`src/rtl/br_pkg.sv`:
```
// Shared types for the branch resolve queue: op encoding, entry state and
// the per-entry control record. Data-path widths stay with the modules.
package br_pkg;

    typedef enum logic [2:0] {
        OP_BEQ  = 3'd0,
        OP_BNE  = 3'd1,
        OP_BLT  = 3'd2,
        OP_BGE  = 3'd3,
        OP_BLTU = 3'd4,
        OP_BGEU = 3'd5,
        OP_JAL  = 3'd6,
        OP_JALR = 3'd7
    } br_op_e;

    typedef enum logic [1:0] {
        ST_FREE   = 2'd0,
        ST_WAIT   = 2'd1,
        ST_DONE   = 2'd2,
        ST_KILLED = 2'd3
    } br_state_e;

    // Control portion of an entry; operand/PC payloads are kept in
    // parameter-width arrays inside the queue.
    typedef struct packed {
        br_state_e state;
        br_op_e    op;
        logic      rdy1;
        logic      rdy2;
        logic      taken;
    } br_entry_t;

endpackage

```
`src/rtl/br_cmp.sv`:
```
// Branch condition evaluation and next-PC computation for one queue entry.
// Purely combinational; all sums wrap modulo 2^XLEN.
module br_cmp
    import br_pkg::*;
#(
    parameter int XLEN = 32
) (
    input  logic [2:0]      op,
    input  logic [XLEN-1:0] pc,
    input  logic [XLEN-1:0] offset,
    input  logic [XLEN-1:0] v1,
    input  logic [XLEN-1:0] v2,
    output logic            taken,
    output logic [XLEN-1:0] pc_n
);

    br_op_e          op_e;
    logic [XLEN-1:0] target;
    logic [XLEN-1:0] seq_pc;
    logic [XLEN-1:0] jalr_sum;

    assign op_e     = br_op_e'(op);
    assign target   = pc + offset;
    assign seq_pc   = pc + XLEN'(4);
    assign jalr_sum = v1 + offset;

    // Decide taken and select the matching next PC
    always_comb begin
        taken = 1'b0;
        pc_n  = seq_pc;
        case (op_e)
            OP_BEQ:  taken = (v1 == v2);
            OP_BNE:  taken = (v1 != v2);
            OP_BLT:  taken = ($signed(v1) < $signed(v2));
            OP_BGE:  taken = ($signed(v1) >= $signed(v2));
            OP_BLTU: taken = (v1 < v2);
            OP_BGEU: taken = (v1 >= v2);
            OP_JAL:  taken = 1'b1;
            OP_JALR: taken = 1'b1;
            default: taken = 1'b0;
        endcase
        if (op_e == OP_JALR) begin
            pc_n = {jalr_sum[XLEN-1:1], 1'b0};
        end else if (taken) begin
            pc_n = target;
        end
    end

endmodule

```
`src/rtl/br_resolve_queue.sv`:
```
// Branch resolve queue: holds issued branches/jumps until their operands
// arrive (directly or off the CDB), resolves them out of order and hands
// the results to fetch strictly in issue order. Flushed entries are marked
// killed and silently drained when they reach the head.
// Optional feature macro: BR_MISALIGN_CHK_EN (flags taken targets that are
// not 4-byte aligned on out_misalign).
module br_resolve_queue
    import br_pkg::*;
#(
    parameter int XLEN         = 32,
    parameter int THREAD_WIDTH = 2,
    parameter int TAG_WIDTH    = 4,
    parameter int DEPTH        = 4
) (
    input  logic                    clk,
    input  logic                    rst,
    input  logic                    stall_i,
    input  logic                    issue_en,
    input  logic [2:0]              issue_op,
    input  logic [XLEN-1:0]         issue_pc,
    input  logic [XLEN-1:0]         issue_offset,
    input  logic [THREAD_WIDTH-1:0] issue_tid,
    input  logic [XLEN-1:0]         issue_v1,
    input  logic [XLEN-1:0]         issue_v2,
    input  logic                    issue_v1_rdy,
    input  logic                    issue_v2_rdy,
    input  logic [TAG_WIDTH-1:0]    issue_q1,
    input  logic [TAG_WIDTH-1:0]    issue_q2,
    input  logic                    cdb_valid,
    input  logic [TAG_WIDTH-1:0]    cdb_tag,
    input  logic [XLEN-1:0]         cdb_value,
    input  logic                    flush_i,
    input  logic [THREAD_WIDTH-1:0] flush_tid,
    input  logic                    out_ready,
    output logic                    out_valid,
    output logic [THREAD_WIDTH-1:0] out_tid,
    output logic                    out_taken,
    output logic [XLEN-1:0]         out_pc_n,
    output logic                    out_misalign,
    output logic                    full_o,
    output logic                    empty_o,
    output logic                    busy_o
);

    localparam int PW = $clog2(DEPTH);
    localparam int CW = PW + 1;

    br_entry_t             ent     [DEPTH];
    logic [XLEN-1:0]       e_pc    [DEPTH];
    logic [XLEN-1:0]       e_off   [DEPTH];
    logic [XLEN-1:0]       e_v1    [DEPTH];
    logic [XLEN-1:0]       e_v2    [DEPTH];
    logic [XLEN-1:0]       e_pcn   [DEPTH];
    logic [TAG_WIDTH-1:0]  e_q1    [DEPTH];
    logic [TAG_WIDTH-1:0]  e_q2    [DEPTH];
    logic [THREAD_WIDTH-1:0] e_tid [DEPTH];
    logic                  cmp_taken [DEPTH];
    logic [XLEN-1:0]       cmp_pcn   [DEPTH];
    logic                  resolve_ok [DEPTH];

    logic [PW-1:0] wr_ptr;
    logic [PW-1:0] rd_ptr;
    logic [CW-1:0] count;

    logic            issue_acc;
    logic            pop;
    logic            head_killed;
    logic [XLEN-1:0] in_v1;
    logic [XLEN-1:0] in_v2;
    logic            in_r1;
    logic            in_r2;

    for (genvar g = 0; g < DEPTH; g++) begin : g_cmp
        br_cmp #(.XLEN(XLEN)) u_cmp (
            .op     (ent[g].op),
            .pc     (e_pc[g]),
            .offset (e_off[g]),
            .v1     (e_v1[g]),
            .v2     (e_v2[g]),
            .taken  (cmp_taken[g]),
            .pc_n   (cmp_pcn[g])
        );
    end

    assign full_o      = (count == CW'(DEPTH));
    assign empty_o     = (count == '0);
    assign busy_o      = !empty_o;
    assign issue_acc   = issue_en && !full_o && !stall_i;
    assign head_killed = (ent[rd_ptr].state == ST_KILLED) && !stall_i;

    assign out_valid = (ent[rd_ptr].state == ST_DONE) && !stall_i;
    assign out_tid   = e_tid[rd_ptr];
    assign out_taken = ent[rd_ptr].taken;
    assign out_pc_n  = e_pcn[rd_ptr];
    assign pop       = (out_valid && out_ready) || head_killed;

`ifdef BR_MISALIGN_CHK_EN
    assign out_misalign = out_taken && (out_pc_n[1:0] != 2'b00);
`else
    assign out_misalign = 1'b0;
`endif

    // Operand capture at issue, with same-cycle CDB bypass
    always_comb begin
        in_v1 = issue_v1;
        in_r1 = issue_v1_rdy;
        in_v2 = issue_v2;
        in_r2 = issue_v2_rdy;
        if (!issue_v1_rdy && cdb_valid && (cdb_tag == issue_q1)) begin
            in_v1 = cdb_value;
            in_r1 = 1'b1;
        end
        if (!issue_v2_rdy && cdb_valid && (cdb_tag == issue_q2)) begin
            in_v2 = cdb_value;
            in_r2 = 1'b1;
        end
    end

    // Entries with both operands in hand resolve on the next edge
    always_comb begin
        for (int i = 0; i < DEPTH; i++) begin
            resolve_ok[i] = (ent[i].state == ST_WAIT) && ent[i].rdy1 &&
                            ent[i].rdy2 && !stall_i;
        end
    end

    // Entry array, pointers and occupancy count
    always_ff @(posedge clk or negedge rst) begin
        if (!rst) begin
            for (int i = 0; i < DEPTH; i++) begin
                ent[i]   <= '0;
                e_pc[i]  <= '0;
                e_off[i] <= '0;
                e_v1[i]  <= '0;
                e_v2[i]  <= '0;
                e_pcn[i] <= '0;
                e_q1[i]  <= '0;
                e_q2[i]  <= '0;
                e_tid[i] <= '0;
            end
            wr_ptr <= '0;
            rd_ptr <= '0;
            count  <= '0;
        end else begin
            for (int i = 0; i < DEPTH; i++) begin
                // CDB wakeup is not gated by stall so no broadcast is lost
                if (ent[i].state == ST_WAIT) begin
                    if (!ent[i].rdy1 && cdb_valid && (cdb_tag == e_q1[i])) begin
                        e_v1[i]      <= cdb_value;
                        ent[i].rdy1  <= 1'b1;
                    end
                    if (!ent[i].rdy2 && cdb_valid && (cdb_tag == e_q2[i])) begin
                        e_v2[i]      <= cdb_value;
                        ent[i].rdy2  <= 1'b1;
                    end
                end
                if (pop && (PW'(i) == rd_ptr)) begin
                    ent[i].state <= ST_FREE;
                end else if (issue_acc && (PW'(i) == wr_ptr)) begin
                    ent[i]   <= '{state: ST_WAIT, op: br_op_e'(issue_op),
                                  rdy1: in_r1, rdy2: in_r2, taken: 1'b0};
                    e_pc[i]  <= issue_pc;
                    e_off[i] <= issue_offset;
                    e_v1[i]  <= in_v1;
                    e_v2[i]  <= in_v2;
                    e_q1[i]  <= issue_q1;
                    e_q2[i]  <= issue_q2;
                    e_tid[i] <= issue_tid;
                end else if (flush_i && (e_tid[i] == flush_tid) &&
                             ((ent[i].state == ST_WAIT) || (ent[i].state == ST_DONE))) begin
                    ent[i].state <= ST_KILLED;
                end else if (resolve_ok[i]) begin
                    ent[i].state <= ST_DONE;
                    ent[i].taken <= cmp_taken[i];
                    e_pcn[i]     <= cmp_pcn[i];
                end
            end
            if (issue_acc) begin
                wr_ptr <= wr_ptr + PW'(1);
            end
            if (pop) begin
                rd_ptr <= rd_ptr + PW'(1);
            end
            count <= count + CW'(issue_acc) - CW'(pop);
        end
    end

endmodule
```
`config.mk`:
```
export PLATFORM = sky130hd
export DESIGN_NAME = br_resolve_queue
export DESIGN_NICKNAME = d
export VERILOG_FILES = /design/src/rtl/br_pkg.sv /design/src/rtl/br_cmp.sv /design/src/rtl/br_resolve_queue.sv
export SDC_FILE = /design/constraint.sdc
export NUM_CORES = 2
export LEC_CHECK = 0
export ABC_AREA = 1
export BUFFER_PORTS_ARGS = -buffer_cell sky130_fd_sc_hd__buf_2
export CORE_AREA = 5 5 360 627
export CTS_CLUSTER_SIZE = 10
export DETAILED_ROUTE_END_ITERATION = 7
export DIE_AREA = 0 0 365 632
export PLACE_DENSITY = 0.49
export RECOVER_POWER = 25
export SYNTH_ARGS = -nofsm -noshare
export SYNTH_HDL_FRONTEND = slang
export SYNTH_SLANG_ARGS = --single-unit
```
`constraint.sdc`:
```
create_clock -name clk -period 7.15 [get_ports clk]
set_input_delay 0.3575 -clock clk [delete_from_list [all_inputs] [get_ports clk]]
set_output_delay 0.3575 -clock clk [all_outputs]
set_load 0.005 [all_outputs]
```
==> impl_metrics.yaml <==
outcome:
  status: "finished with violations"
  violations: "design-rule violations, max-capacitance violations, max-slew violations"
clock_tree:
  post_cts_buffers: 0
  h-tree-depth: 3
  clock_path_buffers: 3
  cts_root_buf: "clkbuf_16"
  numCtsBuffers: 85
  clk_latency_ns: 0.73
  cts_sinks: 719
  cts_tree: "built"
  clk_pin_slew_ns: 0.06
layout:
  layout.nets: 8551
  instances_no_fill: 10900
  fill_cells: 24200
  synthToLayoutAreaGrowth_pct: 12.2
  drive_above_1_share: 0.0680
critical_path:
  cp-start-kind: "register"
  critPathBufInv: 2
  max_stage_delay_ns: 1.17
  crit_type: "register to register"
  arrival_ns: 5.44
  cp.required_ns: 7.72
  setup.worst_path.end_class: "register"
  critPathSlowestCell: "inv_1"
  path_common_cell: "o21ai_0"
  crit_fanout: 42
  path_delay_family: "buffers and inverters"
  crit_chain: "inv_2 -> o21ai_0 -> o22ai_1 -> nor2_2 -> nor2_8 -> nand2_2 -> nand3_2 -> inv_1 -> o21ai_0 -> a21oi_1 -> nor2_1"
power:
  p_leak_nw: 30.7
  irDropWorstVdd_uv: 219
  power_density_nw_per_um2: 542
global_routing:
  grt_pass1_wl_um: 414000
  grt_use_total: 0.252
  first_global_vias: 54800
  antenna_found_initial: 27
  grt_overflow_total: 0
  grt_max_degree: 167
yosys:
  synthTopCellsByCount: "nand2_1, o21ai_0, inv_1, dfrtp_1, nor2_1"
  yosysWarnings: 0
  synthFlopType: "dfrtp_1"
  syn-instance-count: 7869
  synth.distinct_cells: 69
  yosysMostFrequentCell: "nand2_1"
  synth-edff-count: 0
  synth_seq_area_share: 0.329
  synth_area_um2: 54700
  synth-seq-cells: 719
  yosysTopAreaCell: "dfrtp_1"
  synth-async-reset-ratio: 1.00
  synth.avg_cell_area_um2: 6.96
  synth_top_area_frac: 0.329
  synthTopCellsByArea: "dfrtp_1, nand2_1, o21ai_0"
  syn_nets: 8456
timing:
  fin_crit_sh: 0.682
  tightest_slew_ns: 4.31
  clock_skew_ns: 0.0738
  hold_violations: 0
  finalSetupViolations: 0
  fin_crit_ns: 4.87
  rsz0062_at_grt: "false"
  fmax_mhz: 205
  final.setup.tns_ns: 0
  finalMaxSlewViolations: 600
  slew_headroom: -1.87
die:
  dieArea_um2: 231000
  coreArea_um2: 220000
  die_width_um: 365
  rows: 228
  die_y_um: 632
  initial_core_util: 0.249
  pin_count: 228
placement:
  hpwl_um: 242000
  io_buffers: 226
  place_congestion: 1.01
  placed_cells: 10700
detailed_routing:
  ant_nets: 0
  drt-initial-drc-count: 5526
  drc: 1
  drtPass1Iterations: 8
  vias: 56300
  wire_per_inst_um: 27.5
  viasPerCell: 5.17
  totalWireLength_um: 299000
job:
  drv_cap: 6
min_path:
  hold_class: "input port to register"
==> area by class of cell <==
type                            count  area, um^2  share of cell area
Multi-Input combinational cell   6061       32500               0.529
Clock inverter                     14         250             0.00408
Tap cell                         2875        3600              0.0586
Antenna cell                       14        35.0            0.000571
Inverter                          783        2940              0.0479
Timing Repair Buffer              314        1880              0.0306
Clock buffer                       99        2220              0.0361
Sequential cell                   719       18000               0.293
==> tightest hold or removal path: stages <==
cell and delay, ns:
buf_2 0.12, inv_1 0.14, o21ai_0 0.11
==> registers in the layout, summed over array words and instances (netlist names) <==
register  flops
ent          32
rd_ptr        2
e_v2        128
e_v1        128
e_pcn       128
e_q2         16
e_pc        128
wr_ptr        2
e_tid         8
e_q1         16
count         3
e_off       128
==> worst paths after layout <==
check                           slack, ns        end   startpoint  depth (start not counted)
worst max-delay path                 2.28  e_pcn[26]    rd_ptr[1]                         11
worst min-delay path                 0.05    e_q2[9]  issue_q2[1]                          3
worst max register to register       2.28  e_pcn[26]    rd_ptr[1]                         11
worst min register to register       0.48  e_pcn[49]    e_pcn[49]                          2
max in group asynchronous            2.31  e_off[13]          rst                          3
min in group asynchronous            0.27   e_v2[87]          rst                          2
==> report_power, final <==
part	total [W]	switching (W)	internal, W	leakage, nW
sequential	0.00915	0.00319	0.00597	8.86
combinational	0.0199	0.0133	0.00654	20.6
clock	0.00426	0.00199	0.00227	1.20
==> per-layer routing <==
layer | track usage | vias up | part of all wire
met2 | 0.430 | 2290 | 0.47
li1 | - | 26200 | -
met1 | 0.272 | 27000 | 0.36
met5 | 0 | - | 0.00011
met4 | 0.226 | 6 | 0.11
met3 | 0.0298 | 766 | 0.052
==> cells by family (layout without fill, tap and decap cells) <==
group / after synthesis / after routing / synth area share
xor gates and xnor gates: 261 / 261 / 0.0418
and+or+nand+nor: 3578 / 3578 / 0.274
other: 1 / 15 / 0.0000685
AOI/OAI and AO/OA: 1822 / 1822 / 0.183
DFF: 719 / 719 / 0.329
adders and majority gates: 399 / 399 / 0.0924
buffers and inverters: 1089 / 1210 / 0.0807
==> metrics by stage <==
stage	power (W)	util	setup WS [ns]	instance area [um^2]	hold WS (ns)
6_report	0.0333	0.279	2.28	61400	0.0469
3_5_place_dp	0.0287	0.267	2.42	58700	0.443
5_1_grt	0.0357	0.279	1.37	61400	0.0414
2_1_floorplan	0.0208	-	4.71	54700	0.0619
3_3_place_gp	0.0286	0.267	2.44	58700	0.439
4_1_cts	0.0330	0.279	2.37	61400	0.00460
==> layout by cell type, fill, tap and decap left out, types with 39 or more instances in the layout <==
cell type	instances
or2_2	41
nor2_1	568
buf_2	226
ha_1	390
a31oi_1	101
o21ai_1	61
clkbuf_16	85
xor2_1	163
o21ai_0	954
xnor2_1	98
a21oi_1	424
dfrtp_1	718
o22ai_1	39
nand2_1	2291
nor3_1	69
inv_1	764
buf_4	52
nand4_1	75
nand3_1	380
a21o_1	51
==> timing repair <==
item	4_1_cts	5_1_grt
resized for setup	0	0
endpoints found under the hold margin	121	0
hold buffers	28	0
No activity file was read; power rests on OpenSTA's default activity.
